$ cat config.mk
export PLATFORM = sky130hd
export DESIGN_NAME = jtag_tdo_serializer
export DESIGN_NICKNAME = d
export VERILOG_FILES = /design/src/rtl/jtag_pkg.sv /design/src/rtl/tdo_shift_reg.sv /design/src/rtl/jtag_tdo_serializer.sv
export SDC_FILE = /design/constraint.sdc
export NUM_CORES = 1
export LEC_CHECK = 0
export CAP_MARGIN = 5
export CORE_ASPECT_RATIO = 1.25
export CORE_UTILIZATION = 45
export DETAILED_ROUTE_END_ITERATION = 6
export GPL_TIMING_DRIVEN = 0
export HOLD_SLACK_MARGIN = 0.03
export SETUP_SLACK_MARGIN = 0.5
export SYNTH_ARGS = -nofsm -noshare
export SYNTH_HDL_FRONTEND = slang
export SYNTH_SLANG_ARGS = --single-unit
$ cat constraint.sdc
create_clock -name clk_tck -period 8.9 [get_ports clk_tck]
set_clock_uncertainty 0.1 [all_clocks]
set_input_delay 0.89 -clock clk_tck [delete_from_list [all_inputs] [get_ports clk_tck]]
set_output_delay 0.89 -clock clk_tck [all_outputs]
set_load 0.05 [all_outputs]
$ cat src/rtl/jtag_pkg.sv
// Shared definitions for the JTAG TDO serializer: default word width,
// length-field sizing helper and the serializer state encoding.
package jtag_pkg;

  localparam int WIDTH_DEFAULT = 32;

  // Bits needed to hold a bit count from 0 up to and including width.
  function automatic int len_w(input int width);
    return $clog2(width + 1);
  endfunction

  typedef enum logic {
    ST_IDLE  = 1'b0,
    ST_SHIFT = 1'b1
  } state_t;

endpackage

$ cat src/rtl/tdo_shift_reg.sv
// Loadable TDO shift register with a remaining-bit down-counter; all updates
// happen on the falling edge of TCK so TDO is stable at the next rising edge.
module tdo_shift_reg
  import jtag_pkg::*;
#(
  parameter int   WIDTH      = WIDTH_DEFAULT,
  parameter bit   MSB_FIRST  = 1'b1,
  parameter logic IDLE_LEVEL = 1'b0,
  localparam int  LEN_W      = len_w(WIDTH)
) (
  input  logic             clk_tck,
  input  logic             reset_n,
  input  logic             clear,
  input  logic             advance,
  input  logic             load,
  input  logic [WIDTH-1:0] load_word,  // first bit already at the shift-out end
  input  logic [LEN_W-1:0] load_len,   // 1..WIDTH
  output logic             tdo,
  output logic             done,
  output logic             last
);

  logic [WIDTH-1:0] sh_q;
  logic [LEN_W-1:0] cnt_q;
  logic [WIDTH-1:0] src;
  logic [WIDTH-1:0] shifted;
  logic             out_bit;
  logic             empty;

  assign empty = (cnt_q == '0);
  assign last  = (cnt_q == LEN_W'(1));

  // The active word is consumed from sh_q; a fresh word is consumed directly
  // from load_word so its first bit appears on the very edge it is pulled.
  always_comb begin
    src     = empty ? load_word : sh_q;
    out_bit = MSB_FIRST ? src[WIDTH-1] : src[0];
    shifted = MSB_FIRST ? (src << 1) : (src >> 1);
  end

  always_ff @(negedge clk_tck or negedge reset_n) begin
    if (!reset_n) begin
      sh_q  <= '0;
      cnt_q <= '0;
      tdo   <= IDLE_LEVEL;
      done  <= 1'b0;
    end else if (clear) begin
      sh_q  <= '0;
      cnt_q <= '0;
      tdo   <= IDLE_LEVEL;
      done  <= 1'b0;
    end else if (!advance) begin
      done <= 1'b0;
      if (empty) tdo <= IDLE_LEVEL;
    end else if (!empty) begin
      tdo   <= out_bit;
      sh_q  <= shifted;
      cnt_q <= cnt_q - LEN_W'(1);
      done  <= last;
    end else if (load) begin
      tdo   <= out_bit;
      sh_q  <= shifted;
      cnt_q <= load_len - LEN_W'(1);
      done  <= (load_len == LEN_W'(1));
    end else begin
      tdo  <= IDLE_LEVEL;
      done <= 1'b0;
    end
  end

endmodule

$ cat src/rtl/jtag_tdo_serializer.sv
// TDO serializer: valid/ready load port, one-word holding buffer for gap-free
// streaming, per-word length, pause on shift_en low and abort.
module jtag_tdo_serializer
  import jtag_pkg::*;
#(
  parameter int   WIDTH      = WIDTH_DEFAULT,
  parameter bit   MSB_FIRST  = 1'b1,
  parameter logic IDLE_LEVEL = 1'b0,
  localparam int  LEN_W      = len_w(WIDTH)
) (
  input  logic             clk_tck,
  input  logic             reset_n,
  input  logic             load_valid,
  output logic             load_ready,
  input  logic [WIDTH-1:0] load_data,
  input  logic [LEN_W-1:0] load_len,
  input  logic             shift_en,
  input  logic             abort,
  output logic             tdo,
  output logic             busy,
  output logic             done,
  output state_t           state_dbg
);

  // Handshake: a word transfers on a falling edge where load_valid and
  // load_ready are both high; load_ready depends only on hold_full and abort.

  logic [WIDTH-1:0] hold_data_q;
  logic [LEN_W-1:0] hold_len_q;
  logic             hold_full_q;
  state_t           state_q;
  state_t           state_d;
  logic             take;
  logic             pull;
  logic             last_bit;
  logic [LEN_W-1:0] eff_len;
  logic [WIDTH-1:0] aligned;

  // Zero or oversize lengths mean a full-width word.
  always_comb begin
    if (load_len == '0 || load_len > LEN_W'(WIDTH)) eff_len = LEN_W'(WIDTH);
    else                                            eff_len = load_len;
  end

  // MSB-first words are left-justified so bit [len-1] sits at the top.
  always_comb begin
    if (MSB_FIRST) aligned = hold_data_q << (LEN_W'(WIDTH) - hold_len_q);
    else           aligned = hold_data_q;
  end

  always_ff @(negedge clk_tck or negedge reset_n) begin
    if (!reset_n) begin
      hold_data_q <= '0;
      hold_len_q  <= '0;
      hold_full_q <= 1'b0;
    end else if (abort) begin
      hold_full_q <= 1'b0;
    end else if (take) begin
      hold_data_q <= load_data;
      hold_len_q  <= eff_len;
      hold_full_q <= 1'b1;
    end else if (pull) begin
      hold_full_q <= 1'b0;
    end
  end

  always_ff @(negedge clk_tck or negedge reset_n) begin
    if (!reset_n) state_q <= ST_IDLE;
    else          state_q <= state_d;
  end

  always_comb begin
    state_d = state_q;
    if (abort) begin
      state_d = ST_IDLE;
    end else begin
      case (state_q)
        ST_IDLE:  if (pull && hold_len_q != LEN_W'(1)) state_d = ST_SHIFT;
        ST_SHIFT: if (shift_en && last_bit)            state_d = ST_IDLE;
        default:  state_d = ST_IDLE;
      endcase
    end
  end

  always_comb begin
    load_ready = !hold_full_q && !abort;
    take       = load_valid && load_ready;
    pull       = (state_q == ST_IDLE) && shift_en && hold_full_q && !abort;
    busy       = hold_full_q || (state_q == ST_SHIFT);
    state_dbg  = state_q;
  end

  tdo_shift_reg #(
    .WIDTH      (WIDTH),
    .MSB_FIRST  (MSB_FIRST),
    .IDLE_LEVEL (IDLE_LEVEL)
  ) u_shift (
    .clk_tck   (clk_tck),
    .reset_n   (reset_n),
    .clear     (abort),
    .advance   (shift_en),
    .load      (pull),
    .load_word (aligned),
    .load_len  (hold_len_q),
    .tdo       (tdo),
    .done      (done),
    .last      (last_bit)
  );

endmodule

==> results.sh <==
export IMPL_critPathRequiredTime_ps=7910
export IMPL_port_buffers=45
export IMPL_yosysUniqueCellTypes=57
export IMPL_coreArea_mm2=0.0112
export IMPL_critical_path_endpoint_type="primary output"
export IMPL_reg2reg_from="hold_len_q[0]$_DFFE_NN0P_"
export IMPL_wirelength_um=14500
export IMPL_route_detailed_drc=0
export IMPL_area_growth_pct=17.9
export IMPL_first_pass_iters=7
export IMPL_worstMarginPinSlew_ps=832
export IMPL_htree_levels=3
export IMPL_rsz0062_at_grt="no"
export IMPL_finalSetupTns_ps=0
export IMPL_setup_viol=0
export IMPL_cts_root_buf="clkbuf_16"
export IMPL_cts_tree="done"
export IMPL_place_inst=724
export IMPL_multiInputGateArea_mm2=0.00303
export IMPL_critPathLaunchType="flip-flop"
export IMPL_fp_row_count=43
export IMPL_routabilityCongestion=0.929
export IMPL_hold_viol_final=0
export IMPL_synthCells=543
export IMPL_status="complete, no violations"
export IMPL_drive_gt1_frac=0.159
export IMPL_io_pins=48
export IMPL_grt_use_total=0.258
export IMPL_p_per_area_mw_per_mm2=250
export IMPL_initial_utilization=0.467
export IMPL_regArea_mm2=0.00198
export IMPL_hold_start="u_shift.sh_q[1]$_DFFE_NN0P_"
export IMPL_clock_latency_ps=350
export IMPL_hold_class="flip-flop to flip-flop"
export IMPL_synth_seq_cells=79
export IMPL_p_leak_nw=2.68
export IMPL_path_max_fanout=6
export IMPL_antenna_cells=0
export IMPL_grt_pass1_wl_um=23600
export IMPL_cp_arrival_ps=6210
export IMPL_layout_cells_non_filler=740
export IMPL_die_w_um=98.4
export IMPL_avgSynthCellArea_um2=9.62
export IMPL_clkTransAtPathRegs_ps=40
export IMPL_synth_seq_area_share=0.378
export IMPL_nFillCells=1018
export IMPL_crit_start="hold_full_q$_DFFE_NN0P_"
export IMPL_die_h_um=122
export IMPL_worstSetupPathType="flip-flop to primary output"
export IMPL_slew_violations=0
export IMPL_cts_setup_buffers=0
export IMPL_synth_area_mm2=0.00523
export IMPL_die_area_mm2=0.0121
export IMPL_postRouteAntennaNets=0
export IMPL_clock_sinks=79
export IMPL_yosys_warnings=0
export IMPL_finalNetCount=648
export IMPL_drt_iter0_drc=310
export IMPL_slew_headroom=0.441
export IMPL_cts_path_max_buffers=2
export IMPL_grt_pass1_vias=4445
export IMPL_avgViaCountPerCell=6.08
export IMPL_wl_per_cell_um=19.6
export IMPL_vias=4501
export IMPL_antenna_found_initial=0
export IMPL_synth_nets=591
export IMPL_drv_cap=0
export IMPL_hold_buffers=0
export IMPL_cts_resized=0
export IMPL_final_core_util=0.551
export IMPL_synth_edf_count=0
export IMPL_yosys_most_used_dff="dfrtn_1"
export IMPL_grt_overflow=0
export IMPL_async_flop_share=1.00
export IMPL_ir_worst_vdd_uv=110
export IMPL_hpwl_um=11200
export IMPL_grt_max_degree=44
export IMPL_cts_buffers_inserted=9
-- cell type report --
class / instances / area share
Multi-Input combinational cell: 418 / 0.492
Sequential cell: 79 / 0.321
Clock inverter: 6 / 0.0114
Tap cell: 135 / 0.0274
Clock buffer: 10 / 0.0372
Buffer: 39 / 0.0313
Timing Repair Buffer: 46 / 0.0759
Inverter: 7 / 0.00426
-- worst max-delay path, stage by stage (launching register included) --
cell and delay [ps]:
dfrtn_1 390, nor2_1 180, clkdlybuf4s50_1 840
-- metrics by stage --
| step | total power [mW] | worst slack (ps) | cell area, µm² | hold WS (ps) |
|---|---|---|---|---|
| finish | 1.54 | 1700 | 6160 | 334 |
| global route | 1.62 | 1620 | 6160 | 350 |
| CTS | 1.53 | 1700 | 6160 | 336 |
| detailed placement | 1.15 | 1520 | 5860 | 336 |
| global placement | 1.14 | -275 | 5850 | 331 |
| floorplan | 0.939 | 1650 | 5230 | 302 |
-- worst paths after layout --
path                       depth (start not counted)                           end  slack [ps]
setup / recovery                                   2                    load_ready        1700
hold / removal                                     2   u_shift.sh_q[1]$_DFFE_NN0P_         330
setup reg to reg                                  12  u_shift.sh_q[29]$_DFFE_NN0P_        4990
hold reg to reg                                    2   u_shift.sh_q[1]$_DFFE_NN0P_         330
max in group asynchronous                          2   u_shift.sh_q[5]$_DFFE_NN0P_        3330
min in group asynchronous                          1           state_dbg$_DFF_NN0_        4740
-- synth_stat cells, drive strengths merged, types with 7 or more instances --
| cell type | n | area share |
|---|---|---|
| nor3 | 8 | 0.0077 |
| nand3 | 10 | 0.0096 |
| a21oi | 14 | 0.014 |
| buf | 21 | 0.024 |
| mux2i | 34 | 0.065 |
| mux2 | 30 | 0.065 |
| nor2 | 17 | 0.012 |
| inv | 7 | 0.0050 |
| mux4 | 24 | 0.10 |
| o21ai | 25 | 0.024 |
| nand2 | 142 | 0.10 |
| a22oi | 19 | 0.027 |
| o221ai | 10 | 0.017 |
| clkbuf | 18 | 0.013 |
| dfrtn | 79 | 0.38 |
-- sequential cells by signal, indices dropped and copies added (netlist names) --
| name | cells |
|---|---|
| hold_len_q | 6 |
| u_shift.cnt_q | 6 |
| state_dbg | 1 |
| u_shift.sh_q | 31 |
| u_shift.done | 1 |
| u_shift.tdo | 1 |
| hold_data_q | 32 |
| hold_full_q | 1 |
-- power breakdown --
| group | internal [mW] | total, mW | switching, mW |
|---|---|---|---|
| logic | 0.284 | 0.706 | 0.421 |
| clock network | 0.219 | 0.378 | 0.160 |
| registers | 0.407 | 0.457 | 0.0495 |
-- logic make-up after synthesis --
kind of cell               count (synthesis)  share of synthesized area
DFF                                       79                      0.378
buffers and inverters                     46                     0.0419
muxes                                     88                      0.234
xor gates and xnor gates                   4                    0.00670
adders and majority gates                  5                     0.0120
and+or+nand+nor                          211                      0.177
AOI/OAI and AO/OA                        110                      0.150
-- routing by layer --
metal  track usage  up-vias  share of wire
met1         0.333     2229           0.43
li1              -     2113              -
met2         0.433      132           0.49
met5             0        -              0
met3        0.0347       27          0.042
met4         0.122        0          0.036
-- layout by cell type, fill, tap and decap left out, drive strengths merged, types with 19 or more instances in the layout --
cell / instances
a22oi: 19
buf: 23
clkbuf: 28
clkdlybuf4s50: 44
dfrtn: 79
mux2: 30
mux2i: 34
mux4: 24
nand2: 142
o21ai: 25
(Power assumes the default switching activity.)
